**src/rtl/alu_pkg.sv**
```systemverilog
// Shared types for the ALU issue stage: operation codes, opcodes, slot record.
// Latency: n/a (types and constants only).
// Backpressure: n/a.
package alu_pkg;

   // 4-bit ALU operation codes; bit 3 selects the "alternate" form (SUB/SRA).
   typedef enum logic [3:0] {
      ALU_ADD  = 4'b0000,
      ALU_SLL  = 4'b0001,
      ALU_SLT  = 4'b0010,
      ALU_SLTU = 4'b0011,
      ALU_XOR  = 4'b0100,
      ALU_SRL  = 4'b0101,
      ALU_OR   = 4'b0110,
      ALU_AND  = 4'b0111,
      ALU_SUB  = 4'b1000,
      ALU_SRA  = 4'b1101,
      ALU_DBG  = 4'b1111
   } alu_op_e;

   // RV32I major opcodes handled by the stage.
   localparam logic [6:0] OPC_OP      = 7'b0110011;
   localparam logic [6:0] OPC_OP_IMM  = 7'b0010011;
   localparam logic [6:0] OPC_LUI     = 7'b0110111;
   localparam logic [6:0] OPC_AUIPC   = 7'b0010111;
   localparam logic [6:0] OPC_JAL     = 7'b1101111;
   localparam logic [6:0] OPC_JALR    = 7'b1100111;
   localparam logic [6:0] OPC_LOAD    = 7'b0000011;
   localparam logic [6:0] OPC_STORE   = 7'b0100011;
   localparam logic [6:0] OPC_BRANCH  = 7'b1100011;
   localparam logic [6:0] OPC_CUSTOM0 = 7'b0001011;

   localparam logic [6:0] F7_BASE = 7'b0000000;
   localparam logic [6:0] F7_ALT  = 7'b0100000;

   // Stage state.
   typedef enum logic {
      STATE_RUN  = 1'b0,
      STATE_TRAP = 1'b1
   } stage_state_e;

   // Contents of the ID/EX slot; every field maps straight to an output port.
   typedef struct packed {
      logic        vld;
      logic [31:0] op1;
      logic [31:0] op2;
      alu_op_e     op;
      logic [4:0]  rd;
      logic        reg_write;
      logic        trap;
   } slot_t;

endpackage

```
**src/rtl/alu_issue_stage_imm_gen.sv**
```systemverilog
// Immediate generator: picks the I, S or U immediate according to the opcode.
// Latency: combinational, zero cycles.
// Backpressure: none; pure function of instr_i.
//
// Ports:
//   instr_i  32-bit instruction word
//   imm_o    32-bit immediate (I: LOAD/OP-IMM/JALR, S: STORE, U: LUI/AUIPC, else 0)
module imm_gen
   import alu_pkg::*;
(
   input  logic [31:0] instr_i,
   output logic [31:0] imm_o
);

   logic [31:0] imm_i_type;
   logic [31:0] imm_s_type;
   logic [31:0] imm_u_type;

   assign imm_i_type = {{20{instr_i[31]}}, instr_i[31:20]};
   assign imm_s_type = {{20{instr_i[31]}}, instr_i[31:25], instr_i[11:7]};
   assign imm_u_type = {instr_i[31:12], 12'b0};

   always_comb begin
      imm_o = 32'b0;
      case (instr_i[6:0])
         OPC_OP_IMM, OPC_LOAD, OPC_JALR: imm_o = imm_i_type;
         OPC_STORE:                      imm_o = imm_s_type;
         OPC_LUI, OPC_AUIPC:             imm_o = imm_u_type;
         default:                        imm_o = 32'b0;
      endcase
   end

endmodule

```
**src/rtl/alu_issue_stage.sv**
```systemverilog
// RV32I decode-to-execute issue stage: decodes, selects ALU operands and op, registers one ID/EX slot.
// Latency: 1 cycle input to outputs; 1 instruction per cycle.
// Backpressure: ready_o low while stall_i is high or the stage is frozen in TRAP (until flush_i).
//
// Ports:
//   clk_i, rst_i (sync, active-high)
//   valid_i, ready_o, instr_i, pc_i, rs1_data_i, rs2_data_i   -- decode-side input
//   stall_i (hold slot), flush_i (kill slot, clear trap)
//   valid_o, alu_op1_o, alu_op2_o, alu_operation_o, rd_o, reg_write_o, trap_o -- slot outputs
// Build option: ALU_DEBUG_OP_EN makes custom-0 decode to the DBG op instead of trapping.
module alu_issue_stage
   import alu_pkg::*;
(
   input  logic        clk_i,
   input  logic        rst_i,
   input  logic        valid_i,
   output logic        ready_o,
   input  logic [31:0] instr_i,
   input  logic [31:0] pc_i,
   input  logic [31:0] rs1_data_i,
   input  logic [31:0] rs2_data_i,
   input  logic        stall_i,
   input  logic        flush_i,
   output logic        valid_o,
   output logic [31:0] alu_op1_o,
   output logic [31:0] alu_op2_o,
   output logic [3:0]  alu_operation_o,
   output logic [4:0]  rd_o,
   output logic        reg_write_o,
   output logic        trap_o
);

   localparam logic [0:0] S_RUN  = STATE_RUN;
   localparam logic [0:0] S_TRAP = STATE_TRAP;

   logic [6:0]  opcode;
   logic [2:0]  funct3;
   logic [6:0]  funct7;
   logic [4:0]  rd;
   logic [31:0] shamt_ext;
   logic [31:0] imm;

   // rs1 index is resolved upstream; only its data arrives here.
   logic        unused_rs1_field;

   logic        d_legal;
   alu_op_e     d_op;
   logic [31:0] d_op1;
   logic [31:0] d_op2;
   logic        d_rw;

   slot_t       slot_q;
   slot_t       slot_d;
   logic [0:0]  state_q;

   assign opcode           = instr_i[6:0];
   assign rd               = instr_i[11:7];
   assign funct3           = instr_i[14:12];
   assign funct7           = instr_i[31:25];
   assign shamt_ext        = {27'b0, instr_i[24:20]};
   assign unused_rs1_field = ^instr_i[19:15];

   imm_gen u_imm_gen (
      .instr_i (instr_i),
      .imm_o   (imm)
   );

   // Decode: legality, operation and operand selection.
   always_comb begin
      d_legal = 1'b0;
      d_op    = ALU_ADD;
      d_op1   = 32'b0;
      d_op2   = 32'b0;
      d_rw    = 1'b0;
      case (opcode)
         OPC_OP: begin
            // Alternate funct7 only exists for SUB and SRA.
            d_legal = (funct7 == F7_BASE) ||
                      ((funct7 == F7_ALT) && ((funct3 == 3'b000) || (funct3 == 3'b101)));
            d_op    = alu_op_e'({funct7[5], funct3});
            d_op1   = rs1_data_i;
            d_op2   = rs2_data_i;
            d_rw    = 1'b1;
         end
         OPC_OP_IMM: begin
            d_op1 = rs1_data_i;
            d_rw  = 1'b1;
            if (funct3 == 3'b001) begin
               d_legal = (funct7 == F7_BASE);
               d_op    = ALU_SLL;
               d_op2   = shamt_ext;
            end else if (funct3 == 3'b101) begin
               d_legal = (funct7 == F7_BASE) || (funct7 == F7_ALT);
               d_op    = funct7[5] ? ALU_SRA : ALU_SRL;
               d_op2   = shamt_ext;
            end else begin
               // funct7 bits are immediate bits here, so they never select SUB.
               d_legal = 1'b1;
               d_op    = alu_op_e'({1'b0, funct3});
               d_op2   = imm;
            end
         end
         OPC_LUI: begin
            d_legal = 1'b1;
            d_op2   = imm;
            d_rw    = 1'b1;
         end
         OPC_AUIPC: begin
            d_legal = 1'b1;
            d_op1   = pc_i;
            d_op2   = imm;
            d_rw    = 1'b1;
         end
         OPC_JAL, OPC_JALR: begin
            // The ALU computes the link address pc+4; target is handled elsewhere.
            d_legal = (opcode == OPC_JAL) || (funct3 == 3'b000);
            d_op1   = pc_i;
            d_op2   = 32'd4;
            d_rw    = 1'b1;
         end
         OPC_LOAD: begin
            d_legal = (funct3 != 3'b011) && (funct3 != 3'b110) && (funct3 != 3'b111);
            d_op1   = rs1_data_i;
            d_op2   = imm;
            d_rw    = 1'b1;
         end
         OPC_STORE: begin
            d_legal = (funct3 == 3'b000) || (funct3 == 3'b001) || (funct3 == 3'b010);
            d_op1   = rs1_data_i;
            d_op2   = imm;
         end
         OPC_BRANCH: begin
            d_legal = (funct3 != 3'b010) && (funct3 != 3'b011);
            d_op    = ALU_SUB;
            d_op1   = rs1_data_i;
            d_op2   = rs2_data_i;
         end
`ifdef ALU_DEBUG_OP_EN
         OPC_CUSTOM0: begin
            d_legal = 1'b1;
            d_op    = ALU_DBG;
            d_rw    = 1'b1;
         end
`endif
         default: d_legal = 1'b0;
      endcase
   end

   // Next slot value when the stage accepts (RUN, no stall, no flush).
   always_comb begin
      slot_d = '0;
      if (valid_i) begin
         if (d_legal) begin
            slot_d.vld       = 1'b1;
            slot_d.op1       = d_op1;
            slot_d.op2       = d_op2;
            slot_d.op        = d_op;
            slot_d.rd        = rd;
            slot_d.reg_write = d_rw && (rd != 5'd0);
         end else begin
            // Captured illegal instruction: dead slot with only the trap flag.
            slot_d.trap = 1'b1;
         end
      end
   end

   always_ff @(posedge clk_i) begin
      if (rst_i) begin
         slot_q  <= '0;
         state_q <= S_RUN;
      end else if (flush_i) begin
         slot_q  <= '0;
         state_q <= S_RUN;
      end else if (stall_i) begin
         slot_q  <= slot_q;
         state_q <= state_q;
      end else if (state_q == S_RUN) begin
         slot_q  <= slot_d;
         state_q <= (valid_i && !d_legal) ? S_TRAP : S_RUN;
      end
   end

   assign ready_o         = !stall_i && (state_q == S_RUN);
   assign valid_o         = slot_q.vld;
   assign alu_op1_o       = slot_q.op1;
   assign alu_op2_o       = slot_q.op2;
   assign alu_operation_o = slot_q.op;
   assign rd_o            = slot_q.rd;
   assign reg_write_o     = slot_q.reg_write;
   assign trap_o          = slot_q.trap;

endmodule

```
**config.mk**
```make
export PLATFORM = sky130hd
export DESIGN_NAME = alu_issue_stage
export DESIGN_NICKNAME = d
export VERILOG_FILES = /design/src/rtl/alu_pkg.sv /design/src/rtl/alu_issue_stage_imm_gen.sv /design/src/rtl/alu_issue_stage.sv
export SDC_FILE = /design/constraint.sdc
export NUM_CORES = 1
export LEC_CHECK = 0
export CAP_MARGIN = 40
export CORE_AREA = 2 2 82 84
export DETAILED_ROUTE_END_ITERATION = 10
export DIE_AREA = 0 0 84 86
export DONT_BUFFER_PORTS = 1
export HOLD_SLACK_MARGIN = 0.02
export PLACE_DENSITY = 0.79
export SLEW_MARGIN = 20
export SYNTH_ARGS = -nofsm -noshare
export SYNTH_HDL_FRONTEND = slang
export SYNTH_SLANG_ARGS = --single-unit
export TNS_END_PERCENT = 10
```
**constraint.sdc**
```tcl
create_clock -name clk_i -period 2.7 [get_ports clk_i]
set_clock_uncertainty 0.2 [all_clocks]
set_input_delay 0.675 -clock clk_i [delete_from_list [all_inputs] [get_ports clk_i]]
set_output_delay 0.675 -clock clk_i [all_outputs]
set_load 0.03 [all_outputs]
```
After elaboration in Yosys (flattened, before gate mapping). Index checks and enable logic that the tools add are counted.

Mux-type cells: 18. Bitwise operators: 2. Reduce and logical (&&, ||, !) cells: 28. Equal/unequal tests: 17.

Operators with widths (count): $pmux W32 S4 (1); $pmux W32 S3 (1); $mux W76 (1); $mux W75 (1); $mux W32 (2); $pmux W32 S2 (1); $eq A7 B6 Y1 const B (4); $eq A7 B7 Y1 const B (3); $eq A7 B5 Y1 const B (2); $mux W4 (3); $pmux W4 S3 (1); $reduce_or A2 Y1 (4); $eq A7 B2 Y1 const B (1); $logic_and A1 B1 Y1 (7); $logic_not A7 Y1 (1); $pmux W1 S7 (1); $reduce_or A7 Y1 (1); $logic_or A1 B1 Y1 (6); $mux W1 (6); $ne A3 B2 Y1 const B (2); $ne A3 B3 Y1 const B (2); $reduce_or A3 Y1 (2); $reduce_bool A5 Y1 (1); $reduce_or A5 Y1 (1); other kinds (8) (10).

Register bits after elaboration: 77. Logic and storage cells: 73. Bits of input ports: 133.

Longest topological paths before layout. Gate-level depths: netlist (run 1).

Word-level depth: 9. Mapped depth: 9. Depth with buffers taken out: 7.

Hierarchy. Synthesis (run 1) repeated with hierarchy kept, for this count alone.

Cell total of the unflattened synthesis: 451. Area, all modules: 3926.3 um^2.

Modules (own cells, without submodules): alu_issue_stage (area an instance 3509.6 um^2, instances 1, cells an instance 395, seq. area each 1541.5 um^2); imm_gen (area an instance 416.6 um^2, instances 1, cells an instance 56, seq. area each 0.0 um^2).

Least setup slack after synthesis (run 1). No wires, ideal clock.

Kind: input port to flip-flop. Start: input port instr_i[3]. End: register slot_q (netlist bit alu_op2_o[27]). Arrival: 2.323 ns. Stages on the path: 9. Required time: 2.433 ns. Slack: 0.110 ns. Path buffers: 3. Cells stage by stage: nand4bb_1 clkbuf_2 or3b_4 a311oi_1 or4_4 nand4_2 buf_6 buf_6 o21ai_2.

Cells in the longest elaborated chain, start to end: 8.

Ends and longest elaborated chain: start, declared (line alu_issue_stage.sv:18) `input logic [31:0] instr_i,`; $eq A7 B5 Y1 (tied with other cells) (line alu_issue_stage_imm_gen.sv:25, alu_issue_stage.sv:75); $reduce_or A3 Y1 or $reduce_or A2 Y1 (tied branches); $pmux W32 S3 (line alu_issue_stage_imm_gen.sv:25) `case (instr_i[6:0])`; $mux W32 (line alu_issue_stage.sv:92) `end else if (funct3 == 3'b101) begin`; $mux W32 (line alu_issue_stage.sv:88) `if (funct3 == 3'b001) begin`; $pmux W32 S4 (line alu_issue_stage.sv:75) `case (opcode)`; $mux W75 * (line alu_issue_stage.sv:153) `if (d_legal) begin`; $mux W76 * (line alu_issue_stage.sv:152) `if (valid_i) begin`; end signal, assigned (line alu_issue_stage.sv:175) `slot_q <= slot_q;`; end signal, assigned (line alu_issue_stage.sv:178) `slot_q <= slot_d;`; end, declared (line alu_issue_stage.sv:52) `slot_t slot_q;`.

Mark *: on every way between the ends. The rest lies on a longest branch, timed or not. A chain may end at the register's enable or synchronous reset.

Worst setup path after layout (run 1).
Start: input port instr_i[3]. End: register slot_q (netlist bit alu_op2_o[19]).

Same word-level chain as after synthesis.

==> impl_metrics.yaml, run 1 <==
clock_network:
  clockRootBuffer: "clkbuf_8"
  clkSlewWorstSetupHoldPaths_ps: 70
  cts_setup_buffers: 0
  cts_tree: "done"
  clkLatencyLatePin_ps: 340
  clock-sinks: 77
  cts-buffers-inserted: 9
  holdBufCountCts: 0
  cts_buffer_depth: 2
  h-tree-depth: 3
  post_cts_resized: 0
logic_synthesis:
  syn_area_um2: 3612
  synth_common_cells: "dfxtp_1, nand2_1, o21ai_2, a22oi_1"
  synth_top_area_share_pct: 42.67
  ys_ff_latch: 77
  avgSynthCellArea_um2: 9.053
  ys_top_cells_by_area: "dfxtp_1, o21ai_2, nand2_1, a22oi_1, a221oi_1"
  synth_largest_area_cell: "dfxtp_1"
  ys_warn_count: 0
  synth_nets: 532
  synthCells: 399
  async_reset_ff_share_pct: 0
  seq_area_frac_synth_pct: 42.67
  yosysMostFrequentCell: "dfxtp_1"
  ys_types: 46
  synth-main-ff-cell: "dfxtp_1"
  synth_enable_flop_cells: 0
timing:
  hold_violations: 0
  fin_crit_sh_pct: 85.75
  max_slew.worst_pin.slew_ps: 485.0
  period_needed_ps: 2315
  whs_ps: 256.9
  max_freq_ghz: 0.4319
  finalSetupTns_ps: 0
  rsz0062_at_grt: "no"
  maxSlewViolCount: 0
  slew_headroom_pct: 67.54
  setup_viol: 0
global_route:
  grt_use_met2_pct: 45.45
  grt_use_met3_pct: 11.26
  gr-usage-all-layers_pct: 27.47
  top_usage_layer: "met2"
  grt_pass1_wl_um: 15490
  overflow: 0
  grt_max_degree: 35
  grt_antenna_before_repair: 0
  grt_pass1_vias: 3064
  use_met1_pct: 32.11
hold_path:
  hp-class: "in2reg"
  hp-start: "instr_i[10]"
floorplan:
  die_area_um2: 7224
  die_w_um: 84
  die_y_um: 86
  core_um2: 6277
  row_count: 29
  initial_utilization_pct: 57.54
  ios: 210
run_status:
  status: "completed"
setup_path:
  crit_path_max_fanout: 34
  worstSetupStartpoint: "instr_i[3]"
  cp-endpoint: "alu_op2_o[19]$_SDFFE_PP0P_"
  r2r_start: "state_q$_SDFFE_PP0N_"
  critPathArrivalTime_ps: 2380
  cp-end-kind: "flip-flop"
  rr_endpoint: "alu_op2_o[5]$_SDFFE_PP0P_"
  cp.required_ps: 2760
  path_class: "in2reg"
  cp-start-kind: "input port"
  rrSetupSlack_ps: 700
  rr_worst_depth: 6
placed_design:
  io_buffers: 0
  dp_hpwl_um: 7641
  routabilityCongestion: 0.9003
power_and_ir_drop:
  ir_worst_vdd_uv: 365.2
  power.leakage_nw: 1.270
  power_density_nw_per_um2: 535.8
flow_run:
  cap_viol_max_count: 0
finish:
  area_growth_pct: 9.907
  diodes: 0
  drive_gt1_share_pct: 22.69
  finalCoreUtilization_pct: 63.25
  fin_nets: 530
  nFillCells: 540
route:
  wl_per_cell_um: 21.26
  drtPass1Iterations: 6
  drtIter0Drc: 181
  vias: 3230
  drc: 0
  ant_nets: 0
  wl_um: 10160
  vias_per_cell: 6.757
==> flip-flops by register name, indices dropped and copies added, names as in the netlist <==
name             count
valid_o              1
alu_op1_o           32
reg_write_o          1
alu_op2_o           32
state_q              1
trap_o               1
rd_o                 5
alu_operation_o      4
==> layout make-up <==
class / count / area, um^2 / area share (%)
Multi-Input combinational cell: 285 / 1914 / 48.22
Sequential cell: 77 / 1541 / 38.83
Timing Repair Buffer: 21 / 207.7 / 5.232
Clock buffer: 11 / 151.4 / 3.813
Tap cell: 77 / 96.34 / 2.427
Clock inverter: 4 / 47.55 / 1.198
Inverter: 3 / 11.26 / 0.2836
==> worst min path at each step <==
stage          cells after the start  slack, ps                   end
6_report                           1        260  rd_o[3]$_SDFFE_PP0P_
5_1_grt                            1        240  rd_o[1]$_SDFFE_PP0P_
4_1_cts                            1        240  rd_o[1]$_SDFFE_PP0P_
3_5_place_dp                       1        250  state_q$_SDFFE_PP0N_
3_3_place_gp                       1        240  state_q$_SDFFE_PP0N_
2_1_floorplan                      1        230  state_q$_SDFFE_PP0N_
==> worst max-delay path, stage by stage <==
cell       delay [ps]
nand4bb_1         240
or3b_4            420
a311oi_1          270
or4_4             230
nand4_4           140
buf_12            210
o21ai_0           190
==> per-layer routing <==
metal,vias to the layer above,routed length (um)
met2,207,4877
met5,-,0
li1,1515,-
met1,1493,3812
met4,0,155
met3,15,1317
==> stage by stage <==
step / std cells / instance area (um^2) / total power [mW] / worst slack, ps
CTS: 478 / 3970 / 2.145 / 397.2
global placement: 463 / 3771 / 1.274 / 171.3
floorplan: 399 / 3612 / 1.254 / 109.6
finish: 478 / 3970 / 2.127 / 384.7
global route: 478 / 3970 / 2.210 / 285.6
detailed placement: 463 / 3771 / 1.275 / 70.92
==> report_power, final <==
part | internal (mW) | leakage, nW | switching (mW)
combinational | 0.0431 | 0.549 | 0.0689
clock | 0.469 | 0.101 | 0.408
sequential | 1.14 | 0.620 | 0.00235
total | 1.65 | 1.27 | 0.479
==> placed cells by master (no fill, tap or decap), types with 2 or more instances in the layout <==
master,synthesis,routed
a21oi_1,5,5
a221oi_1,24,24
a222oi_1,4,4
a22o_1,14,14
a22oi_1,33,33
a32oi_1,10,10
buf_12,0,4
buf_4,0,17
clkbuf_8,0,11
clkinv_2,0,2
dfxtp_1,77,77
inv_1,3,3
nand2_1,70,70
nand2b_1,2,2
nand3_1,3,3
nor2_1,19,17
nor2b_1,3,3
nor3_1,4,3
nor3b_1,3,2
nor3b_2,1,2
o21a_1,2,2
o21ai_0,19,19
o21ai_2,39,40
o22ai_1,2,2
o2bb2ai_1,4,4
or2_2,3,3
==> cell families after synthesis <==
family	after synthesis	synth area share (%)
xor gates and xnor gates	1	0.2425
DFF	77	42.67
AOI/OAI and AO/OA	163	35.64
and+or+nand+nor	121	16.21
buffers and inverters	37	5.230
(Power assumes the default switching activity.)
==> inputs of run 2 (changes only) <==
--- a/config.mk
+++ b/config.mk
@@ -12,6 +12,7 @@
 export DONT_BUFFER_PORTS = 1
 export HOLD_SLACK_MARGIN = 0.02
 export PLACE_DENSITY = 0.79
+export RECOVER_POWER = 50
 export SLEW_MARGIN = 20
 export SYNTH_ARGS = -nofsm -noshare
 export SYNTH_HDL_FRONTEND = slang
==> constraint.sdc (replaced) <==
create_clock -name clk_i -period 2.7 [get_ports clk_i]
set_clock_uncertainty 0.2 [all_clocks]
set_input_delay 0.675 -clock clk_i [delete_from_list [all_inputs] [get_ports clk_i]]
set_output_delay 0.675 -clock clk_i [all_outputs]
set_load 0.1 [all_outputs]
==> run 2 against run 1 <==
  * Die area did not move
  * Final area up 11%
  * Total power up 3.9%
  * Clock power up 7.9%
  * Clock-buffer cell count fell by 1
  * Non-clock buffer count up 76
  * Largest cell class unchanged
  * Highest routed layer unchanged
==> impl_metrics.yaml, run 2 (same netlist as run 1, synthesis figures left out) <==
floorplan:
  ios: 210
  core_um2: 6277
  die_w_um: 84
  die_y_um: 86
  initial_utilization_pct: 57.54
  row_count: 29
  die_area_um2: 7224
global_route:
  grt_use_met3_pct: 9.625
  grt_pass1_vias: 3391
  gr-usage-all-layers_pct: 28.92
  grt_pass1_wl_um: 16510
  grt_antenna_before_repair: 0
  grt_use_met2_pct: 50.84
  grt_max_degree: 64
  overflow: 0
  top_usage_layer: "met2"
  use_met1_pct: 32.71
placed_design:
  place_ws_ps: 22.15
  dpl-instance-area_um2: 4370
  routabilityCongestion: 0.8707
  dp_hpwl_um: 8400
  dp.cells: 539
  io_buffers: 0
power_and_ir_drop:
  ir_worst_vdd_uv: 509.3
  power.leakage_nw: 1.635
  comb_power_share_pct: 5.8
  p_int_mw: 1.703
  seqPwrFrac_pct: 51.4
  p_sw_share_pct: 22.93
  pwr-share-clk_pct: 42.8
  switching_power_uw: 506.8
  power_density_nw_per_um2: 503.3
timing:
  setup_slack_ps: 271.6
  rsz0062_at_grt: "no"
  max_slew.worst_pin.slew_ps: 592.4
  hold_violations: 0
  period_needed_ps: 2428
  maxSlewViolCount: 0
  fin_crit_sh_pct: 89.94
  slew_headroom_pct: 60.67
  whs_ps: 255.2
  finalSetupTns_ps: 0
  max_freq_ghz: 0.4118
  setup_viol: 0
finish:
  diodes: 0
  fin_nets: 606
  final_common_cell: "dfxtp_1"
  seq_area_um2: 1541
  finalNonFillerCells: 555
  layout_common_cells: "dfxtp_1, clkbuf_2, nand2_1"
  multi_input_area_um2: 1911
  drive_gt1_share_pct: 34.94
  area_growth_pct: 21.54
  nFillCells: 527
  stdcell_area_um2: 4390
setup_path:
  max_stage_delay_ps: 410
  critPathSlowestCell: "or3b_4"
  crit_path_max_fanout: 18
  critPathArrivalTime_ps: 2480
  path_class: "in2reg"
  cp-start-kind: "input port"
  worstPathCellList: "nand4bb_1 -> or3b_4 -> a311oi_1 -> or4_1 -> nand4_4 -> buf_12 -> o21ai_0"
  cp.required_ps: 2760
  cp_num_buf_inv: 1
  critPathTopFamily: "simple AND/OR/NAND/NOR gates"
  cp-end-kind: "flip-flop"
route:
  vias_per_cell: 6.393
  ant_nets: 0
  wl_um: 10970
  drtPass1Iterations: 5
  wl_per_cell_um: 19.76
  drc: 0
  drtIter0Drc: 220
  vias: 3548
clock_network:
  clockRootBuffer: "clkbuf_8"
  clkSlewWorstSetupHoldPaths_ps: 80
  clkLatencyLatePin_ps: 350
  post_cts_resized: 0
  cts_tree: "done"
  clock-sinks: 77
  holdBufCountCts: 0
  cts-buffers-inserted: 9
  cts_buffer_depth: 2
  h-tree-depth: 3
  cts_setup_buffers: 0
flow_run:
  cap_viol_max_count: 0
run_status:
  status: "completed"
hold_path:
  hp-class: "reg2reg"
run 2: worst paths after layout:
path | from | end | slack (ps) | cells after the start
setup / recovery | instr_i[3] | alu_op2_o[12]$_SDFFE_PP0P_ | 270 | 7
hold reg to reg | alu_op1_o[18]$_SDFFE_PP0P_ | alu_op1_o[18]$_SDFFE_PP0P_ | 260 | 2
hold / removal | alu_op1_o[18]$_SDFFE_PP0P_ | alu_op1_o[18]$_SDFFE_PP0P_ | 260 | 2
setup reg to reg | state_q$_SDFFE_PP0N_ | alu_op2_o[6]$_SDFFE_PP0P_ | 760 | 6
run 2: per-layer routing:
| metal | vias to the layer above | routed length [um] |
|---|---|---|
| met1 | 1639 | 4015 |
| met3 | 18 | 1208 |
| met2 | 218 | 5569 |
| li1 | 1673 | - |
| met4 | 0 | 174 |
| met5 | - | 0 |
run 2: metrics by stage:
step	utilization [%]	total power [mW]
2_1_floorplan	-	1.266
3_3_place_gp	69.62	1.287
3_5_place_dp	69.62	1.290
4_1_cts	73.03	2.223
5_1_grt	69.94	2.285
6_report	69.94	2.210
run 2: cell type report:
type / instances / area share, %
Timing Repair Buffer: 97 / 13.96
Inverter: 3 / 0.3420
Multi-Input combinational cell: 285 / 43.52
Tap cell: 77 / 2.194
Clock buffer: 10 / 2.907
Sequential cell: 77 / 35.11
Clock inverter: 6 / 1.966
run 2: worst min-delay path, cell delays in order, from the launching register on:
cell     delay [ps]
dfxtp_1         330
nand2_1          60
o21ai_2          40
run 2: power by group through the flow:
stage | clock network, mW | registers (mW) | logic [mW]
global placement | 0 | 1.16 | 0.124
CTS | 0.960 | 1.14 | 0.127
detailed placement | 0 | 1.16 | 0.127
floorplan | 0 | 1.17 | 0.0969
global route | 1.01 | 1.14 | 0.136
finish | 0.946 | 1.14 | 0.128
==> inputs of run 3 (changes only) <==
--- a/config.mk
+++ b/config.mk
@@ -13,6 +13,7 @@
 export HOLD_SLACK_MARGIN = 0.02
 export PLACE_DENSITY = 0.79
 export RECOVER_POWER = 50
+export SETUP_SLACK_MARGIN = 0.02
 export SLEW_MARGIN = 20
 export SYNTH_ARGS = -nofsm -noshare
 export SYNTH_HDL_FRONTEND = slang
==> constraint.sdc (replaced) <==
create_clock -name clk_i -period 2.8 [get_ports clk_i]
set_clock_uncertainty 0.2 [all_clocks]
set_input_delay 0.7 -clock clk_i [delete_from_list [all_inputs] [get_ports clk_i]]
set_output_delay 0.7 -clock clk_i [all_outputs]
set_load 0.1 [all_outputs]
==> run 3 against run 2 <==
  * Die area is the same
  * Global-route usage grew 0.23 points
  * Core utilization shrank 2.5 points
  * Hold slack lost 0.58 ps
  * Worst setup slack lost 71 ps
==> impl_metrics.yaml, run 3 (same netlist as run 1, synthesis figures left out) <==
run_status:
  status: "completed"
placed_design:
  dpl-instance-area_um2: 4298
  io_buffers: 0
  routabilityCongestion: 0.8883
  dp_hpwl_um: 8110
  dp.cells: 536
setup_path:
  cp-start-kind: "input port"
  crit_path_max_fanout: 20
  critPathArrivalTime_ps: 2660
  path_class: "in2reg"
  cp-end-kind: "flip-flop"
  cp.required_ps: 2860
flow_run:
  cap_viol_max_count: 0
route:
  drtPass1Iterations: 5
  ant_nets: 0
  wl_um: 10860
  drtIter0Drc: 293
  vias: 3549
  vias_per_cell: 6.441
  drc: 0
  wl_per_cell_um: 19.70
global_route:
  gr-usage-all-layers_pct: 29.15
  grt_pass1_vias: 3385
  grt_pass1_wl_um: 16770
  grt_max_degree: 42
  grt_antenna_before_repair: 0
  overflow: 0
clock_network:
  clkSlewWorstSetupHoldPaths_ps: 80
  h-tree-depth: 3
  cts_buffer_depth: 2
  post_cts_resized: 0
  clock-sinks: 77
  clockRootBuffer: "clkbuf_8"
  cts_setup_buffers: 0
  holdBufCountCts: 0
  clkLatencyLatePin_ps: 340
  cts_tree: "done"
  cts-buffers-inserted: 9
finish:
  fin_nets: 603
  final_common_cell: "dfxtp_1"
  layout_common_cells: "dfxtp_1, nand2_1, clkbuf_1"
  stdcell_area_um2: 4235
  finalCoreUtilization_pct: 67.47
  finalNonFillerCells: 551
  drive_gt1_share_pct: 21.31
  diodes: 0
  area_growth_pct: 17.25
timing:
  finalSetupTns_ps: 0
  rsz0062_at_grt: "no"
  slew_headroom_pct: 16.38
  max_freq_ghz: 0.3847
  hold_violations: 0
  maxSlewViolCount: 0
  period_needed_ps: 2599
  whs_ps: 254.6
  fin_crit_sh_pct: 92.83
  setup_viol: 0
  max_slew.worst_pin.slew_ps: 1254
floorplan:
  die_w_um: 84
  die_area_um2: 7224
  core_um2: 6277
  initial_utilization_pct: 57.54
  ios: 210
  row_count: 29
  die_y_um: 86
power_and_ir_drop:
  power.leakage_nw: 1.381
  ir_worst_vdd_uv: 345.3
  power_density_nw_per_um2: 498.0
hold_path:
  hp-class: "reg2reg"
-- run 3: cell count changes in the layout (fill, tap and decap cells not counted), sizes merged --
cell / delta
buf: -1
clkbuf: -1
clkinvlp: -1
inv: -1
-- run 3: final timing paths --
path,from,to,slack [ps],depth (start not counted)
setup / recovery,instr_i[3],alu_op2_o[20]$_SDFFE_PP0P_,200,7
hold / removal,alu_op1_o[15]$_SDFFE_PP0P_,alu_op1_o[15]$_SDFFE_PP0P_,250,2
setup reg to reg,alu_op2_o[3]$_SDFFE_PP0P_,alu_op2_o[3]$_SDFFE_PP0P_,730,3
hold reg to reg,alu_op1_o[15]$_SDFFE_PP0P_,alu_op1_o[15]$_SDFFE_PP0P_,250,2
-- run 3: layout make-up --
class,count,area (um^2)
Multi-Input combinational cell,285,1914
Clock inverter,4,73.82
Fill cell,540,2042
Inverter,3,15.01
Timing Repair Buffer,94,462.9
Clock buffer,11,131.4
Tap cell,77,96.34
Sequential cell,77,1541
-- run 3: metrics by stage --
| step | worst slack, ps | power, mW |
|---|---|---|
| final | 200.7 | 2.109 |
| after global routing | 133.4 | 2.184 |
| after CTS | 247.2 | 2.123 |
| after detailed placement | -69.81 | 1.240 |
| after global placement | 81.42 | 1.237 |
| after floorplan | 38.74 | 1.220 |
-- run 3: layer usage --
| layer | routed length [um] | GRT usage, % | part of all wire [%] | up-vias |
|---|---|---|---|---|
| met3 | 1213 | 9.625 | 11 | 23 |
| li1 | - | - | - | 1666 |
| met1 | 4110 | 35.29 | 38 | 1649 |
| met5 | 0 | 0 | 0 | - |
| met4 | 196 | 10.26 | 1.8 | 0 |
| met2 | 5336 | 48.87 | 49 | 211 |
-- run 3: worst max-delay path: stages --
cell,delay [ps]
nand4bb_1,270
or3b_4,470
a311oi_1,320
or4_4,290
nand4_4,150
buf_4,240
o21ai_0,200
-- run 3: where the power goes --
group | leakage [nW] | switching (mW) | internal (mW)
Clock | 0.103 | 0.394 | 0.498
Sequential | 0.620 | 0.000596 | 1.10
Combinational | 0.658 | 0.0797 | 0.0406
